## src/rtl/data_req_issue_pkg.sv

```systemverilog
// Shared definitions for the data-memory request issuer: opcodes, bus
// transfer sizes, FSM states and the registered request bundle.
package data_req_issue_pkg;

    localparam int unsigned MEM_OP_W = 4;

    localparam logic [MEM_OP_W-1:0] MEM_OP_LB  = 4'd0;
    localparam logic [MEM_OP_W-1:0] MEM_OP_LBU = 4'd1;
    localparam logic [MEM_OP_W-1:0] MEM_OP_LH  = 4'd2;
    localparam logic [MEM_OP_W-1:0] MEM_OP_LHU = 4'd3;
    localparam logic [MEM_OP_W-1:0] MEM_OP_LW  = 4'd4;
    localparam logic [MEM_OP_W-1:0] MEM_OP_LWL = 4'd5;
    localparam logic [MEM_OP_W-1:0] MEM_OP_LWR = 4'd6;
    localparam logic [MEM_OP_W-1:0] MEM_OP_SB  = 4'd8;
    localparam logic [MEM_OP_W-1:0] MEM_OP_SH  = 4'd9;
    localparam logic [MEM_OP_W-1:0] MEM_OP_SW  = 4'd10;
    localparam logic [MEM_OP_W-1:0] MEM_OP_SWL = 4'd11;
    localparam logic [MEM_OP_W-1:0] MEM_OP_SWR = 4'd12;

    localparam logic [1:0] SIZE_BYTE = 2'd0;
    localparam logic [1:0] SIZE_HALF = 2'd1;
    localparam logic [1:0] SIZE_WORD = 2'd2;

    typedef enum logic {
        ST_IDLE,
        ST_REQ
    } req_state_e;

    typedef struct packed {
        logic        wr;
        logic [1:0]  size;
        logic [31:0] addr;
        logic [3:0]  wstrb;
        logic [31:0] wdata;
    } bus_req_t;

    // True for every opcode the data path understands.
    function automatic logic op_is_legal(input logic [MEM_OP_W-1:0] op);
        case (op)
            MEM_OP_LB, MEM_OP_LBU, MEM_OP_LH, MEM_OP_LHU, MEM_OP_LW,
            MEM_OP_LWL, MEM_OP_LWR, MEM_OP_SB, MEM_OP_SH, MEM_OP_SW,
            MEM_OP_SWL, MEM_OP_SWR: return 1'b1;
            default:                return 1'b0;
        endcase
    endfunction

    // Halfword ops need an even address, full-word ops a word address;
    // the unaligned-word ops (LWL/LWR/SWL/SWR) are never misaligned.
    function automatic logic op_is_misaligned(input logic [MEM_OP_W-1:0] op,
                                              input logic [1:0]          a);
        case (op)
            MEM_OP_LH, MEM_OP_LHU, MEM_OP_SH: return a[0];
            MEM_OP_LW, MEM_OP_SW:             return (a != 2'b00);
            default:                          return 1'b0;
        endcase
    endfunction

endpackage

```

## src/rtl/mem_tag_fifo.sv

```systemverilog
// Small synchronous FIFO holding one tag per in-flight bus transaction.
// A push into a full FIFO is accepted only when a pop happens the same cycle.
module mem_tag_fifo #(
    parameter int unsigned DEPTH = 2,
    parameter int unsigned WIDTH = 1
) (
    input  logic             clk,
    input  logic             reset,
    input  logic             push,
    input  logic [WIDTH-1:0] din,
    input  logic             pop,
    output logic [WIDTH-1:0] dout,
    output logic             empty,
    output logic             full
);

    localparam int unsigned PTR_W = (DEPTH > 1) ? $clog2(DEPTH) : 1;
    localparam int unsigned CNT_W = $clog2(DEPTH + 1);

    logic [WIDTH-1:0] r_mem [DEPTH];
    logic [PTR_W-1:0] r_wr_ptr;
    logic [PTR_W-1:0] r_rd_ptr;
    logic [CNT_W-1:0] r_count;
    logic             w_push;
    logic             w_pop;

    function automatic logic [PTR_W-1:0] ptr_inc(input logic [PTR_W-1:0] p);
        return (p == PTR_W'(DEPTH - 1)) ? '0 : p + PTR_W'(1);
    endfunction

    assign empty  = (r_count == '0);
    assign full   = (r_count == CNT_W'(DEPTH));
    assign w_pop  = pop && !empty;
    assign w_push = push && (!full || w_pop);
    assign dout   = r_mem[r_rd_ptr];

    // Tag storage.
    always_ff @(posedge clk or posedge reset) begin
        if (reset) begin
            for (int unsigned i = 0; i < DEPTH; i++) begin
                r_mem[i] <= '0;
            end
        end else if (w_push) begin
            r_mem[r_wr_ptr] <= din;
        end
    end

    // Read/write pointers and occupancy.
    always_ff @(posedge clk or posedge reset) begin
        if (reset) begin
            r_wr_ptr <= '0;
            r_rd_ptr <= '0;
            r_count  <= '0;
        end else begin
            if (w_push) begin
                r_wr_ptr <= ptr_inc(r_wr_ptr);
            end
            if (w_pop) begin
                r_rd_ptr <= ptr_inc(r_rd_ptr);
            end
            case ({w_push, w_pop})
                2'b10:   r_count <= r_count + CNT_W'(1);
                2'b01:   r_count <= r_count - CNT_W'(1);
                default: r_count <= r_count;
            endcase
        end
    end

endmodule

```

## src/rtl/data_req_issue.sv

```systemverilog
// Data-memory request issuer: turns EXE memory ops into aligned SRAM-like bus
// requests, holds them until addr_ok, tracks outstanding transactions and
// filters out responses that belong to flushed ops.
module data_req_issue
    import data_req_issue_pkg::*;
#(
    parameter int unsigned MAX_OUTSTANDING = 2,
    parameter int unsigned CNT_W           = $clog2(MAX_OUTSTANDING + 1)
) (
    input  logic        clk,
    input  logic        reset,
    input  logic        in_valid,
    output logic        in_ready,
    input  logic [3:0]  in_op,
    input  logic [31:0] in_addr,
    input  logic [31:0] in_wdata,
    input  logic        flush,
    output logic        ale,
    output logic        data_sram_req,
    output logic        data_sram_wr,
    output logic [1:0]  data_sram_size,
    output logic [31:0] data_sram_addr,
    output logic [3:0]  data_sram_wstrb,
    output logic [31:0] data_sram_wdata,
    input  logic        data_sram_addr_ok,
    input  logic        data_sram_data_ok,
    output logic        rsp_valid,
    output logic        rsp_is_load
);

    localparam int unsigned OW = CNT_W + 1;

    req_state_e       r_state;
    req_state_e       w_state_next;
    bus_req_t         r_req;
    bus_req_t         w_req_enc;
    logic [CNT_W-1:0] r_outstanding;
    logic [CNT_W-1:0] r_discard;
    logic             r_ale;

    logic             w_hs;
    logic             w_dok;
    logic [OW-1:0]    w_out_next_wide;
    logic [CNT_W-1:0] w_out_next;
    logic             w_accept;
    logic             w_legal;
    logic             w_misaligned;
    logic             w_issue;
    logic             w_fifo_head;
    logic             w_fifo_empty;
    logic             w_fifo_full;

    // Bus encoding of one op. SWL/SWR express their lane pattern as shifts of
    // an all-ones strobe and of rt, keyed on the byte offset.
    function automatic bus_req_t encode_req(input logic [3:0]  op,
                                            input logic [31:0] addr,
                                            input logic [31:0] rt);
        bus_req_t   r;
        logic [1:0] a;
        r      = '0;
        a      = addr[1:0];
        r.addr = addr;
        case (op)
            MEM_OP_LB, MEM_OP_LBU: r.size = SIZE_BYTE;
            MEM_OP_LH, MEM_OP_LHU: r.size = SIZE_HALF;
            MEM_OP_LW:             r.size = SIZE_WORD;
            MEM_OP_LWL, MEM_OP_LWR: begin
                r.size = SIZE_WORD;
                r.addr = {addr[31:2], 2'b00};
            end
            MEM_OP_SB: begin
                r.wr    = 1'b1;
                r.size  = SIZE_BYTE;
                r.wstrb = 4'b0001 << a;
                r.wdata = {4{rt[7:0]}};
            end
            MEM_OP_SH: begin
                r.wr    = 1'b1;
                r.size  = SIZE_HALF;
                r.wstrb = a[1] ? 4'b1100 : 4'b0011;
                r.wdata = {2{rt[15:0]}};
            end
            MEM_OP_SW: begin
                r.wr    = 1'b1;
                r.size  = SIZE_WORD;
                r.wstrb = 4'b1111;
                r.wdata = rt;
            end
            MEM_OP_SWL: begin
                r.wr    = 1'b1;
                r.size  = SIZE_WORD;
                r.addr  = {addr[31:2], 2'b00};
                r.wstrb = 4'b1111 >> (2'd3 - a);
                r.wdata = rt >> {(2'd3 - a), 3'b000};
            end
            MEM_OP_SWR: begin
                r.wr    = 1'b1;
                r.size  = SIZE_WORD;
                r.addr  = {addr[31:2], 2'b00};
                r.wstrb = 4'b1111 << a;
                r.wdata = rt << {a, 3'b000};
            end
            default: ;
        endcase
        return r;
    endfunction

    assign w_hs  = (r_state == ST_REQ) && data_sram_addr_ok;
    // A stray data_ok with nothing in flight is dropped here.
    assign w_dok = data_sram_data_ok && (r_outstanding != '0);

    assign w_out_next_wide = {1'b0, r_outstanding} + OW'(w_hs) - OW'(w_dok);
    assign w_out_next      = w_out_next_wide[CNT_W-1:0];

    assign in_ready = !flush
                   && ((r_state == ST_IDLE) || data_sram_addr_ok)
                   && (w_out_next_wide < OW'(MAX_OUTSTANDING));

    assign w_accept     = in_valid && in_ready;
    assign w_legal      = op_is_legal(in_op);
    assign w_misaligned = op_is_misaligned(in_op, in_addr[1:0]);
    assign w_issue      = w_accept && w_legal && !w_misaligned;
    assign w_req_enc    = encode_req(in_op, in_addr, in_wdata);

    assign data_sram_req   = (r_state == ST_REQ);
    assign data_sram_wr    = r_req.wr;
    assign data_sram_size  = r_req.size;
    assign data_sram_addr  = r_req.addr;
    assign data_sram_wstrb = r_req.wstrb;
    assign data_sram_wdata = r_req.wdata;
    assign ale             = r_ale;

    assign rsp_valid   = w_dok && (r_discard == '0);
    assign rsp_is_load = w_fifo_head;

    // State register.
    always_ff @(posedge clk or posedge reset) begin
        if (reset) begin
            r_state <= ST_IDLE;
        end else begin
            r_state <= w_state_next;
        end
    end

    // Next state: a new issue always lands in REQ; REQ drops to IDLE once the
    // bus takes the request and nothing new follows it.
    always_comb begin
        w_state_next = r_state;
        case (r_state)
            ST_IDLE: if (w_issue) w_state_next = ST_REQ;
            ST_REQ:  if (data_sram_addr_ok && !w_issue) w_state_next = ST_IDLE;
            default: w_state_next = ST_IDLE;
        endcase
    end

    // Request fields are captured only when an aligned op is accepted and
    // then held untouched until the handshake completes.
    always_ff @(posedge clk or posedge reset) begin
        if (reset) begin
            r_req <= '0;
        end else if (w_issue) begin
            r_req <= w_req_enc;
        end
    end

    // Misalignment exception pulse, one cycle after the faulting accept.
    always_ff @(posedge clk or posedge reset) begin
        if (reset) begin
            r_ale <= 1'b0;
        end else begin
            r_ale <= w_accept && w_legal && w_misaligned;
        end
    end

    // Outstanding count and the number of upcoming responses to swallow.
    // On flush the pending, not-yet-taken request is counted too since it
    // will still complete its handshake.
    always_ff @(posedge clk or posedge reset) begin
        if (reset) begin
            r_outstanding <= '0;
            r_discard     <= '0;
        end else begin
            r_outstanding <= w_out_next;
            if (flush) begin
                r_discard <= w_out_next
                           + CNT_W'((r_state == ST_REQ) && !data_sram_addr_ok);
            end else if (w_dok && (r_discard != '0)) begin
                r_discard <= r_discard - CNT_W'(1);
            end
        end
    end

    mem_tag_fifo #(
        .DEPTH (MAX_OUTSTANDING),
        .WIDTH (1)
    ) u_tag_fifo (
        .clk   (clk),
        .reset (reset),
        .push  (w_hs),
        .din   (!r_req.wr),
        .pop   (w_dok),
        .dout  (w_fifo_head),
        .empty (w_fifo_empty),
        .full  (w_fifo_full)
    );

`ifndef SYNTHESIS
    // A response with nothing outstanding means the bus broke protocol.
    assert property (@(posedge clk) disable iff (reset)
        !(data_sram_data_ok && (r_outstanding == '0)))
        else $error("data_req_issue: data_ok with no outstanding transaction");

    // The tag FIFO must track the outstanding count exactly.
    assert property (@(posedge clk) disable iff (reset)
        !((w_hs && w_fifo_full && !w_dok) || (w_dok && w_fifo_empty)))
        else $error("data_req_issue: tag FIFO out of step with outstanding count");
`endif

endmodule

```

## config.mk

```make
export PLATFORM = sky130hd
export DESIGN_NAME = data_req_issue
export DESIGN_NICKNAME = d
export VERILOG_FILES = /design/src/rtl/data_req_issue_pkg.sv /design/src/rtl/mem_tag_fifo.sv /design/src/rtl/data_req_issue.sv
export SDC_FILE = /design/constraint.sdc
export NUM_CORES = 1
export LEC_CHECK = 0
export BUFFER_PORTS_ARGS = -buffer_cell sky130_fd_sc_hd__buf_4
export CAP_MARGIN = 0
export CELL_PAD_IN_SITES_DETAIL_PLACEMENT = 1
export CELL_PAD_IN_SITES_GLOBAL_PLACEMENT = 2
export CORE_ASPECT_RATIO = 0.7
export CORE_MARGIN = 1
export CORE_UTILIZATION = 29
export CTS_CLUSTER_DIAMETER = 120
export CTS_CLUSTER_SIZE = 8
export DETAILED_ROUTE_END_ITERATION = 10
export GPL_ROUTABILITY_DRIVEN = 1
export HOLD_SLACK_MARGIN = 0.12
export PLACE_DENSITY = 0.85
export SETUP_SLACK_MARGIN = 0.4
export SYNTH_ARGS = -nofsm -noshare
export SYNTH_HDL_FRONTEND = slang
export SYNTH_SLANG_ARGS = --single-unit
```

## constraint.sdc

```tcl
create_clock -name clk -period 8.1 [get_ports clk]
set_input_delay 0.405 -clock clk [delete_from_list [all_inputs] [get_ports clk]]
set_output_delay 0.405 -clock clk [all_outputs]
set_load 0.02 [all_outputs]
```

Yosys cells after proc, flatten, opt, wreduce, memory -nomap -nowiden
Memories as Yosys holds them, arrays and structs flattened.
Cells that the tools add are included.
{"block": "op_classes", "addsub": 9, "n_eq_ne": 13, "bitwise": 3, "magnitude_cmp": 4, "n_shift": 5, "n_reduce_logical": 36, "muxes": 20}
{"op": "$pmux 36 s5", "count": 1}
{"op": "$shl 32x5->32", "count": 1}
{"op": "$shr 32x5->32", "count": 1}
{"op": "$eq 4x4->1 const B", "count": 5}
{"op": "$logic_and 1x1->1", "count": 15}
{"op": "$eq 4x3->1 const B", "count": 3}
{"op": "$reduce_bool 2->1", "count": 5}
{"op": "$mux 1", "count": 9}
{"op": "$eq 4x2->1 const B", "count": 2}
{"op": "$pmux 2 s2", "count": 2}
{"op": "$logic_not 1->1", "count": 7}
{"op": "$mux 2", "count": 3}
{"op": "$reduce_or 6->1", "count": 1}
{"op": "$reduce_or 5->1", "count": 1}
{"op": "$eq 2x2->1 const B", "count": 2}
{"op": "$ge 2x2->1 const B", "count": 2}
{"op": "$logic_not 2->1", "count": 2}
{"op": "$mux 4", "count": 1}
{"op": "$not 1->2", "count": 2}
{"op": "$pmux 1 s2", "count": 2}
{"op": "$reduce_or 4->1", "count": 1}
{"op": "$shl 1x2->4 const A", "count": 1}
{"op": "$shl 4x2->4 const A", "count": 1}
{"op": "$shr 4x2->4 const A", "count": 1}
{"op": "16 further kinds", "count": 19}
{"block": "word_totals", "in_bits": 74, "ff_bits": 83, "mem_bits_ro": 16, "n_memories": 1, "elab_cells": 105}
{"memory": "(name not given)", "words": 16, "width": 1, "read_ports": 1, "rd_clocked_by_memory_dff": 0, "wr": 0, "line": "data_req_issue_pkg.sv:39", "text": "case (op)"}

Logic depth before layout (Yosys ltp)
Gate-level depths: netlist (run 1).
{"block": "logic_depth", "word_depth": 12, "ltp_mapped": 13}

Hierarchy
From an unflattened synthesis (run 1), not the netlist that was laid out.
{"block": "unflattened", "hier_cells": 511, "area_unflattened_um2": 4913.5}
{"module": "data_req_issue", "cells_per_inst": 481, "instances": 1, "area_per_inst_um2": 4595.7}
{"module": "mem_tag_fifo", "cells_per_inst": 30, "instances": 1, "area_per_inst_um2": 317.8}

Worst setup path before layout (run 1)
Ideal clock, no wire load.
{"block": "synth_timing", "path_kind": "register -> register", "startpoint": "register r_outstanding[1]", "endpoint": "register r_req, in the netlist data_sram_wdata[0]", "setup_slack_ns": 4.852, "t_required_ns": 8.026, "stages_incl_launch_ff": 14, "n_path_buf": 2, "setup_ns": 0.074, "arrival_ns": 3.174, "cell_sequence": "dfrtp_1 o21ai_0 inv_1 ha_1 inv_1 ha_1 fa_1 or2_2 a2111oi_4 nand2_2 or3_1 buf_6 buf_6 o21ai_2"}
{"block": "synth_via", "elab_chain_cells": 8}
{"element": "start, declared", "line": "data_req_issue.sv:37", "text": "logic [CNT_W-1:0] r_outstanding;"}
{"element": "start signal, assigned", "line": "data_req_issue.sv:183", "text": "r_outstanding <= w_out_next;"}
{"element": "branches (longest 2 deep; another with $add 2x1->3)"}
{"element": "$sub 3x1->3 (*)", "line": "data_req_issue.sv:112", "text": "assign w_out_next_wide = {1'b0, r_outstanding} + OW'(w_hs) - OW'(w_dok);"}
{"element": "net w_out_next_wide[1]", "line": "data_req_issue.sv:43", "text": "logic [OW-1:0] w_out_next_wide;"}
{"element": "$lt 3x2->1 (*)", "line": "data_req_issue.sv:117", "text": "&& (w_out_next_wide < OW'(MAX_OUTSTANDING));"}
{"element": "$logic_and 1x1->1 (*)", "line": "data_req_issue.sv:117"}
{"element": "$logic_and 1x1->1 (*)", "line": "data_req_issue.sv:119", "text": "assign w_accept = in_valid && in_ready;"}
{"element": "$logic_and 1x1->1 (*) (2 in a row)", "line": "data_req_issue.sv:122", "text": "assign w_issue = w_accept && w_legal && !w_misaligned;"}
{"element": "end signal, assigned", "line": "data_req_issue.sv:162", "text": "r_req <= w_req_enc;"}
{"element": "end, declared", "line": "data_req_issue.sv:35", "text": "bus_req_t r_req;"}
Mark *: on every way through the listed nets, which the timed path passes.
A chain may end at the register's enable or synchronous reset.

Final worst setup path (run 1)
{"block": "layout_timing", "startpoint": "register r_outstanding[1]", "endpoint": "register r_req, in the netlist data_sram_wstrb[2]"}
The elaborated chain is that of the path after synthesis.

==> impl_metrics.json, run 1 <==
{
  "synth.distinct_cells": 48,
  "seq_area_frac_synth_pct": 43.3,
  "critPathRequiredTime_ns": 8.35,
  "postSynth.topFlopCell": "sky130_fd_sc_hd__dfrtp_1",
  "ctsHoldBuffers": 0,
  "stdcell_count": 816,
  "detail_route.wirelength.met1_um": 7440,
  "clock-skew-final_ns": 0.00868,
  "synth_top_family_by_area": "compound AO/OA/AOI/OAI gates",
  "netlist_area_before_placement_um2": 4800,
  "maximum_vdd_ir_drop_mv": 0.108,
  "postLayoutCellArea_um2": 6340,
  "drt_iter0_drc": 274,
  "max_slew.worst_pin.slew_ns": 1.08,
  "postSynthAreaPerCell_um2": 10.3,
  "post_synthesis_register_bit_count": 83,
  "crit_fanout": 19,
  "post_synth_edffs": 0,
  "final_worst_path_period_need_ns": 3.80,
  "synth.yosys.warnings": 0,
  "rsz_0062_raised_after_global_routing": "false",
  "p_leak_nw": 2.93,
  "first_pass_iters": 4,
  "clk-insertion-delay-late_ns": 0.34,
  "cts_max_level": 3,
  "timing.final.ws_setup_ns": 4.30,
  "post-cts-setup-buffers": 0,
  "cp_cell_sequence": "o21ai_0 > inv_1 > ha_1 > inv_1 > ha_1 > fa_1 > or2_2 > a2111oi_4 > nand2_2 > or3_1 > o21ai_0",
  "place_hpwl_um": 11100,
  "worst_slew_margin_rel_pct": 27.8,
  "finalWeightedCongestion": 0.837,
  "setup.worst_path.class": "flip-flop to flip-flop",
  "n_fill_cell": 1794,
  "crit_path_start_kind": "flip-flop",
  "antennaDiodeCount": 0,
  "place_worst_setup_slack_ns": 4.29,
  "report.final.setup_viol": 0,
  "grt_first_pass_wirelength_um": 24400,
  "first_global_vias": 4270,
  "layout-drive-gt1-share_pct": 41.4,
  "io_buffer_count": 149,
  "synthesized_area_fraction_occupied_by_and_or_nand_nor_cells_pct": 9.41,
  "design.final.nets": 671,
  "post-route-period-util_pct": 46.9,
  "critical_path_arrival_ns": 4.05,
  "hold_path.class": "input port to flip-flop",
  "fraction_of_registers_with_async_set_or_reset_after_synthesis_pct": 100,
  "synthAdderAreaFrac_pct": 1.95,
  "routed_wire_length_per_instance_um": 19.1,
  "fmax_ghz": 0.263,
  "post-place-cells": 800,
  "cp_top_family": "simple AND/OR/NAND/NOR gates",
  "critical_path.endpoint_type": "flip-flop",
  "drcViolationCount": 0,
  "total_power_mw": 1.97,
  "layout.area.seq_um2": 2080,
  "post_cts.resized_instances": 0,
  "grt.overflow.total": 0,
  "largest_net_degree_at_the_start_of_global_routing": 84,
  "power_density_of_the_placed_cells_nw_per_um2": 310,
  "tritoncts.num_buffers": 9,
  "most-common-layout-cells": "sky130_fd_sc_hd__buf_4, sky130_fd_sc_hd__dfrtp_1, sky130_fd_sc_hd__mux2_2",
  "synthMuxAreaShare_pct": 17.9,
  "status": "complete, no violations",
  "dr_wl_met2_um": 6930,
  "total_number_of_vias": 4187,
  "cts.clk_slew.worst_paths_ns": 0.06,
  "floorplan.core_area_um2": 15800,
  "ioPinCount": 150,
  "postSynthCellCount": 465,
  "cts_root_buffer": "sky130_fd_sc_hd__clkbuf_16",
  "fraction_of_synthesized_cell_area_in_xor_and_xnor_cells_pct": 1.64,
  "report.final.hold_viol_count": 0,
  "placed_area_um2": 6040,
  "antenna_found_initial": 0,
  "syn_nets": 545,
  "drtAntennaViolNets": 0,
  "slew_viols_final": 0,
  "floorplan.initialDensity_pct": 30.3,
  "die_height_um": 110,
  "crit_path_top_delay_cell": "sky130_fd_sc_hd__or3_1",
  "fin_setup_tns_ns": 0,
  "drv_cap": 0,
  "detail_route.vias_per_cell": 5.13,
  "synth-compound-area-share_pct": 21.1,
  "syn_to_final_growth_pct": 32.1,
  "cts.sinks": 83,
  "final_common_cell": "sky130_fd_sc_hd__buf_4",
  "critical_path_cell_count": 11,
  "cts_max_path_buffers": 2,
  "placementRows": 38,
  "chipWidth_um": 156,
  "routed_wl_um": 15600,
  "dr.max_layer_used": "met4",
  "critical_path.n_buffers_inverters": 2,
  "multiInputGateArea_um2": 2500,
  "critical-path-max-stage-delay_ns": 0.72,
  "r2r.worst_path.cells": 11,
  "cts_tree": "built",
  "wire_length_on_met3_um": 1120,
  "floorplan.die_area_um2": 17100,
  "grt_util_all_layers_pct": 18.9,
  "whs_path_depth": 2
}
## cell families after synthesis
group,after synthesis
buffers and inverters,50
muxes,78
xor gates and xnor gates,9
AOI/OAI and AO/OA,143
and+or+nand+nor,95
DFF,83
adders and majority gates,7
## flip-flops by register name (all words and copies together), names as in the netlist
register             flops
r_discard                2
data_sram_wr             1
u_tag_fifo.r_rd_ptr      1
u_tag_fifo.r_count       2
u_tag_fifo.r_wr_ptr      1
data_sram_addr          32
data_sram_wdata         32
data_sram_wstrb          4
ale                      1
u_tag_fifo.r_mem         2
r_outstanding            2
data_sram_size           2
data_sram_req            1
## final timing paths
path | from | to | slack [ns]
hold reg to reg | data_sram_wdata[29] | data_sram_wdata[29] | 0.48
max in group asynchronous | reset | data_sram_wdata[8] | 7.00
setup / recovery | r_outstanding[1] | data_sram_wstrb[2] | 4.30
hold / removal | in_addr[23] | data_sram_addr[23] | 0.29
setup reg to reg | r_outstanding[1] | data_sram_wstrb[2] | 4.30
min in group asynchronous | reset | data_sram_addr[11] | 0.41
## through the flow
step	utilization, %	hold WS, ns
after detailed placement	38.2	0.475
after CTS	40.1	0.280
final	40.1	0.293
after floorplan	-	0.458
after global routing	40.1	0.279
after global placement	38.2	0.468
## where the power goes
| group | total [mW] | internal (mW) | switching (mW) | leakage (nW) |
|---|---|---|---|---|
| logic | 0.872 | 0.399 | 0.473 | 1.71 |
| clock network | 0.421 | 0.249 | 0.172 | 0.146 |
| registers | 0.677 | 0.580 | 0.0969 | 1.07 |
## routing by layer
layer | track usage, % | up-vias
li1 | - | 1955
met1 | 26.7 | 2070
met2 | 28.6 | 153
met3 | 5.20 | 9
met4 | 4.41 | 0
met5 | 0 | -
## synthesized netlist by cell type (3+ instances only)
library cell,n,share of area [%]
sky130_fd_sc_hd__a32o_1,8,1.7
sky130_fd_sc_hd__nor3_1,3,0.31
sky130_fd_sc_hd__clkbuf_1,15,1.2
sky130_fd_sc_hd__a21oi_1,17,1.8
sky130_fd_sc_hd__mux2_2,62,15
sky130_fd_sc_hd__nor2b_1,6,0.78
sky130_fd_sc_hd__nand2_1,42,3.3
sky130_fd_sc_hd__a31oi_1,10,1.3
sky130_fd_sc_hd__buf_2,11,1.1
sky130_fd_sc_hd__dfrtp_1,83,43
sky130_fd_sc_hd__and2_1,3,0.39
sky130_fd_sc_hd__o21ai_0,37,3.9
sky130_fd_sc_hd__xnor2_1,6,1.1
sky130_fd_sc_hd__a22o_1,18,3.3
sky130_fd_sc_hd__a221oi_1,8,1.5
sky130_fd_sc_hd__inv_1,13,1.0
sky130_fd_sc_hd__xor2_1,3,0.55
sky130_fd_sc_hd__nor2_1,25,2.0
sky130_fd_sc_hd__a22oi_1,16,2.5
sky130_fd_sc_hd__o31ai_1,4,0.63
sky130_fd_sc_hd__buf_1,6,0.47
sky130_fd_sc_hd__buf_4,3,0.47
sky130_fd_sc_hd__o21ai_2,9,1.6
sky130_fd_sc_hd__mux2i_1,16,3.3
sky130_fd_sc_hd__a21boi_0,8,1.3
sky130_fd_sc_hd__ha_1,5,1.3
## area by class of cell
| class | count | share of cell area (%) |
|---|---|---|
| clock buffer | 11 | 3.83 |
| clock inverter | 5 | 0.947 |
| inverter | 13 | 0.789 |
| multi-input combinational | 332 | 39.4 |
| sequential | 83 | 32.7 |
| tap | 220 | 4.34 |
| timing repair buffer | 152 | 18.0 |
No activity file was read; power rests on OpenSTA's default activity.
==> run 2: changes to the inputs <==
==> constraint.sdc (replaced) <==
create_clock -name clk -period 3.5 [get_ports clk]
set_input_delay 0.175 -clock clk [delete_from_list [all_inputs] [get_ports clk]]
set_output_delay 0.175 -clock clk [all_outputs]
set_load 0.02 [all_outputs]
==> run 2 against run 1 <==
Effect of this change: global-route usage up 1.2 points; maximum frequency up 21%; combinational power rose to 2.6 times the previous value; worst hold slack worse by 0.12 ns; sequential share of layout area down 3.4 points; critical path type unchanged; critical endpoint is now data_sram_addr[30]; largest power group unchanged; highest routed layer unchanged.
==> impl_metrics.json, run 2 (same netlist as run 1, synthesis figures left out) <==
{
  "antenna_found_initial": 0,
  "critical_path.endpoint_type": "flip-flop",
  "critPathRequiredTime_ns": 3.73,
  "cts_max_path_buffers": 2,
  "setup.reg_to_reg.worst_slack_ns": 0.35,
  "place_hpwl_um": 11200,
  "maximum_vdd_ir_drop_mv": 0.280,
  "tritoncts.num_buffers": 9,
  "placed_area_um2": 6070,
  "power_density_of_the_placed_cells_nw_per_um2": 704,
  "routed_wl_um": 17500,
  "cp_top_family": "adder cells",
  "cts_tree": "built",
  "io_buffer_count": 149,
  "cts_max_level": 3,
  "hold_path.class": "input port to flip-flop",
  "floorplan.core_area_um2": 15800,
  "layout-drive-gt1-share_pct": 43.3,
  "crit_fanout": 7,
  "slew_viols_final": 0,
  "ioPinCount": 150,
  "cp_cell_sequence": "o21ai_2 > inv_2 > ha_4 > inv_2 > ha_4 > fa_1 > or2_4 > a2111oi_4 > nand4b_1 > buf_6 > clkbuf_16 > mux2_4",
  "n_fill_cell": 1739,
  "fin_setup_tns_ns": 0,
  "chipWidth_um": 156,
  "final_worst_path_period_need_ns": 3.15,
  "floorplan.initialDensity_pct": 30.3,
  "final_common_cell": "sky130_fd_sc_hd__buf_4",
  "first_pass_iters": 5,
  "critical_path_arrival_ns": 3.38,
  "fmax_ghz": 0.318,
  "floorplan.die_area_um2": 17100,
  "drt_iter0_drc": 304,
  "grt.overflow.total": 0,
  "syn_to_final_growth_pct": 47.5,
  "crit_path_top_delay_cell": "sky130_fd_sc_hd__fa_1",
  "rsz_0062_raised_after_global_routing": "true",
  "layout.area.seq_um2": 2080,
  "clock-skew-final_ns": 0.00380,
  "critical-path-max-stage-delay_ns": 0.48,
  "post-route-period-util_pct": 90.0,
  "setup.worst_path.class": "flip-flop to flip-flop",
  "drtAntennaViolNets": 0,
  "critical_path_cell_count": 12,
  "report.final.hold_viol_count": 0,
  "crit_path_start_kind": "flip-flop",
  "most-common-layout-cells": "sky130_fd_sc_hd__buf_4, sky130_fd_sc_hd__dfrtp_1, sky130_fd_sc_hd__mux2_2",
  "max_slew.worst_pin.slew_ns": 1.06,
  "drcViolationCount": 0,
  "routed_wire_length_per_instance_um": 20.2,
  "p_leak_nw": 3.27,
  "largest_net_degree_at_the_start_of_global_routing": 61,
  "finalWeightedCongestion": 0.829,
  "placementRows": 38,
  "worst_slew_margin_rel_pct": 29.2,
  "antennaDiodeCount": 0,
  "status": "complete, no violations",
  "first_global_vias": 4588,
  "design.final.nets": 721,
  "grt_util_all_layers_pct": 20.2,
  "cts.sinks": 83,
  "r2r.worst_path.cells": 12,
  "grt_first_pass_wirelength_um": 25700,
  "postLayoutCellArea_um2": 7080,
  "critical_path.n_buffers_inverters": 4,
  "detail_route.vias_per_cell": 5.23,
  "report.final.setup_viol": 0,
  "drv_cap": 0,
  "multiInputGateArea_um2": 2570,
  "clk-insertion-delay-late_ns": 0.35,
  "whs_path_depth": 3,
  "cts.clk_slew.worst_paths_ns": 0.06,
  "total_number_of_vias": 4527,
  "cts_root_buffer": "sky130_fd_sc_hd__clkbuf_16",
  "die_height_um": 110
}
[run 2: cell count changes in the layout (fill, tap and decap cells not counted), moves of 3 or more]
cell and delta:
sky130_fd_sc_hd__o21ai_1 +6, sky130_fd_sc_hd__o21ai_2 +8, sky130_fd_sc_hd__buf_6 +3, sky130_fd_sc_hd__clkbuf_16 +5
sky130_fd_sc_hd__buf_4 +6, sky130_fd_sc_hd__o21ai_0 -14, sky130_fd_sc_hd__dlygate4sd3_1 +32
[run 2: path summary, 6_finish.rpt]
kind                                         start                  end
worst min-delay path                   in_wdata[1]   data_sram_wdata[1]
worst max register to register    r_outstanding[0]   data_sram_addr[30]
max in group asynchronous                    reset  data_sram_wdata[28]
min in group asynchronous                    reset    data_sram_addr[7]
worst max-delay path              r_outstanding[0]   data_sram_addr[30]
worst min register to register  data_sram_wdata[3]   data_sram_wdata[3]
[run 2: cell type report]
class                   count  share of cell area (%)
clock buffers              11                    3.43
clock inverters             5                    1.52
inverters                  13                   0.706
multi-input cells         332                    36.3
flip-flops and latches     83                    29.3
well taps                 220                    3.89
repair buffers            202                    24.8
[run 2: power by group]
part	switching, mW	leakage, nW	internal [mW]	total [mW]
clock network	0.396	0.170	0.721	1.12
registers	0.232	1.07	1.34	1.58
logic	1.19	2.03	1.10	2.29
[run 2: worst reg2reg max path: stages (launching register included)]
cell                        delay (ns)
sky130_fd_sc_hd__dfrtp_1          0.40
sky130_fd_sc_hd__o21ai_2          0.18
sky130_fd_sc_hd__inv_2            0.07
sky130_fd_sc_hd__ha_4             0.26
sky130_fd_sc_hd__inv_2            0.04
sky130_fd_sc_hd__ha_4             0.15
sky130_fd_sc_hd__fa_1             0.48
sky130_fd_sc_hd__or2_4            0.28
sky130_fd_sc_hd__a2111oi_4        0.33
sky130_fd_sc_hd__nand4b_1         0.16
sky130_fd_sc_hd__buf_6            0.21
sky130_fd_sc_hd__clkbuf_16        0.18
sky130_fd_sc_hd__mux2_4           0.29
[run 2: per-stage QoR]
step	power, mW	hold WS (ns)	setup WS (ns)	cells	util (%)
global route	5.29	0.167	0.241	866	44.7
floorplan	2.77	0.282	0.401	465	-
CTS	4.88	0.143	0.418	858	43.3
detailed placement	3.63	0.412	0.170	804	38.4
global placement	3.55	0.403	0.282	804	38.4
finish	4.98	0.168	0.351	866	44.7
[run 2: metal layers]
layer	track usage [%]	part of all wire (%)	wire, um
met1	26.4	45	7950
met2	32.6	46	8120
met3	4.85	6.3	1110
met4	7.07	1.9	329
met5	0	0	0
[run 2: repair_timing]
item / in CTS / in global routing
setup endpoints to repair: 71 / 72
hold buffers: 32 / 0
setup buffers: 5 / 1
endpoints found under the hold margin: 91 / 0
cloned: 1 / 7
pin swaps: 5 / 17
gates resized for setup: 10 / 32
==> run 3: changes to the inputs <==
==> constraint.sdc (replaced) <==
create_clock -name clk -period 4.1 [get_ports clk]
set_input_delay 0.205 -clock clk [delete_from_list [all_inputs] [get_ports clk]]
set_output_delay 0.205 -clock clk [all_outputs]
set_load 0.02 [all_outputs]
==> run 3 against run 2 <==
Effect of this change: sequential cell count unchanged; global-route usage is 0.55 points lower; combinational power fell by 22%; setup slack improved by 0.28 ns; cell count fell by 1.8%; utilization fell by 2.7 points; critical endpoint is now data_sram_addr[8].
==> impl_metrics.json, run 3 (same netlist as run 1, synthesis figures left out) <==
{
  "design.final.nets": 705,
  "most-common-layout-cells": "sky130_fd_sc_hd__buf_4, sky130_fd_sc_hd__dfrtp_1, sky130_fd_sc_hd__mux2_2",
  "critical-path-max-stage-delay_ns": 0.51,
  "ioPinCount": 150,
  "critPathRequiredTime_ns": 4.33,
  "drv_cap": 0,
  "place_hpwl_um": 11300,
  "dr.max_layer_used": "met4",
  "largest_net_degree_at_the_start_of_global_routing": 61,
  "timing.hold.ws_ns": 0.159,
  "wire_length_on_met3_um": 1100,
  "chipWidth_um": 156,
  "status": "complete, no violations",
  "r2r.worst_path.cells": 12,
  "slew_viols_final": 0,
  "total_number_of_vias": 4376,
  "worstReg2RegEnd": "data_sram_addr[8]",
  "drt_iter0_drc": 222,
  "power_density_of_the_placed_cells_nw_per_um2": 583,
  "dr_wl_met2_um": 7670,
  "io_buffer_count": 149,
  "report.final.setup_viol": 0,
  "detail_route.wirelength.met1_um": 7470,
  "drcViolationCount": 0,
  "fin_setup_tns_ns": 0,
  "holdCritStartpoint": "in_valid",
  "cts_tree": "built",
  "antennaDiodeCount": 0,
  "floorplan.die_area_um2": 17100,
  "fmax_ghz": 0.289,
  "r2r_start": "r_outstanding[1]",
  "report.final.hold_viol_count": 0,
  "final_common_cell": "sky130_fd_sc_hd__buf_4",
  "placementRows": 38,
  "maximum_vdd_ir_drop_mv": 0.188,
  "stdcell_count": 850,
  "drtAntennaViolNets": 0,
  "total_power_mw": 3.88,
  "place_worst_setup_slack_ns": 0.339,
  "crit_path_start_kind": "flip-flop",
  "crit_path_top_delay_cell": "sky130_fd_sc_hd__fa_1",
  "tritoncts.num_buffers": 9,
  "setup.worst_path.class": "flip-flop to flip-flop",
  "clk-insertion-delay-late_ns": 0.35,
  "whs_endpoint": "ale",
  "grt.overflow.total": 0,
  "layout-drive-gt1-share_pct": 39.7,
  "max_slew.worst_pin.slew_ns": 1.03,
  "timing.final.ws_setup_ns": 0.636,
  "setup.reg_to_reg.worst_slack_ns": 0.64,
  "cts_max_path_buffers": 2,
  "die_height_um": 110,
  "crit_fanout": 60,
  "floorplan.initialDensity_pct": 30.3,
  "first_global_vias": 4496,
  "cts.clk_slew.worst_paths_ns": 0.06,
  "detail_route.vias_per_cell": 5.15,
  "routed_wire_length_per_instance_um": 19.3,
  "whs_path_depth": 3,
  "floorplan.core_area_um2": 15800,
  "cts_root_buffer": "sky130_fd_sc_hd__clkbuf_16",
  "cts_max_level": 3,
  "syn_to_final_growth_pct": 38.5,
  "critical_path.n_buffers_inverters": 4,
  "first_pass_iters": 4,
  "post-place-cells": 802,
  "grt_first_pass_wirelength_um": 25400,
  "final_worst_path_period_need_ns": 3.46,
  "antenna_found_initial": 0,
  "p_leak_nw": 3.06,
  "finalWeightedCongestion": 0.822,
  "cts.sinks": 83,
  "grt_util_all_layers_pct": 19.6,
  "cp_cell_sequence": "o21ai_0 > buf_4 > inv_1 > ha_1 > inv_1 > ha_1 > fa_1 > or2_2 > a2111oi_4 > nand4b_1 > buf_4 > mux2_2",
  "critical_path.endpoint_type": "flip-flop",
  "worst_slew_margin_rel_pct": 31.1,
  "rsz_0062_raised_after_global_routing": "false",
  "hold_path.class": "input port to flip-flop",
  "critical_path_arrival_ns": 3.69,
  "post-route-period-util_pct": 84.5,
  "routed_wl_um": 16400,
  "cp_top_family": "adder cells",
  "clock-skew-final_ns": 0.00586
}
[run 3: cell count changes in the layout (fill, tap and decap cells not counted), moves of 2 or more]
cell / delta
sky130_fd_sc_hd__o21ai_2: -8
sky130_fd_sc_hd__buf_6: -3
sky130_fd_sc_hd__o21ai_0: +14
sky130_fd_sc_hd__buf_12: -2
sky130_fd_sc_hd__clkinv_2: +3
sky130_fd_sc_hd__bufinv_16: -3
sky130_fd_sc_hd__inv_2: -2
sky130_fd_sc_hd__o21ai_1: -6
sky130_fd_sc_hd__buf_4: -4
sky130_fd_sc_hd__ha_1: +2
sky130_fd_sc_hd__buf_16: -2
sky130_fd_sc_hd__clkbuf_16: -5
sky130_fd_sc_hd__ha_4: -2
sky130_fd_sc_hd__inv_1: +2
[run 3: stage by stage]
step | cell area, um^2 | util (%)
after floorplan | 4800 | -
after detailed placement | 6060 | 38.2
after global placement | 6060 | 38.2
after global routing | 6650 | 42.0
after CTS | 6650 | 42.0
final | 6650 | 42.0
[run 3: worst max-delay path by stage]
stage	startpoint	endpoint	depth (start not counted)	slack [ns]
global placement	r_outstanding[1]	data_sram_wdata[17]	12	0.58
CTS	r_outstanding[1]	data_sram_wdata[12]	12	0.62
global route	r_outstanding[1]	data_sram_wdata[15]	12	0.41
detailed placement	r_outstanding[1]	data_sram_wstrb[1]	12	0.34
floorplan	r_outstanding[1]	data_sram_wdata[0]	13	0.85
finish	r_outstanding[1]	data_sram_addr[8]	12	0.64
[run 3: what timing repair did]
action / in CTS / in global routing
hold endpoints to repair: 67 / 0
hold buffers: 32 / 0
gates resized for setup: 2 / 0
setup buffers: 0 / 0
setup endpoints to repair: 5 / 0
[run 3: final cells by class]
class	count	area (um^2)
inverter	13	50.0
tap	220	275
fill	1766	9180
sequential	83	2080
clock buffer	10	229
multi-input combinational	332	2500
clock inverter	6	40.0
timing repair buffer	186	1480
[run 3: worst reg2reg max path, stage by stage, from the launching register on]
cell                        delay [ns]
sky130_fd_sc_hd__dfrtp_1          0.40
sky130_fd_sc_hd__o21ai_0          0.16
sky130_fd_sc_hd__buf_4            0.15
sky130_fd_sc_hd__inv_1            0.05
sky130_fd_sc_hd__ha_1             0.27
sky130_fd_sc_hd__inv_1            0.04
sky130_fd_sc_hd__ha_1             0.19
sky130_fd_sc_hd__fa_1             0.51
sky130_fd_sc_hd__or2_2            0.34
sky130_fd_sc_hd__a2111oi_4        0.33
sky130_fd_sc_hd__nand4b_1         0.17
sky130_fd_sc_hd__buf_4            0.35
sky130_fd_sc_hd__mux2_2           0.39
[run 3: power breakdown]
part | leakage [nW] | switching (mW) | internal (mW)
combinational | 1.86 | 0.960 | 0.816
clock | 0.133 | 0.344 | 0.411
sequential | 1.07 | 0.198 | 1.15
[run 3: metal layers]
layer,GRT usage [%],vias up
li1,-,2027
met1,26.8,2173
met2,31.6,158
met3,4.65,18
met4,4.06,0
met5,0,-
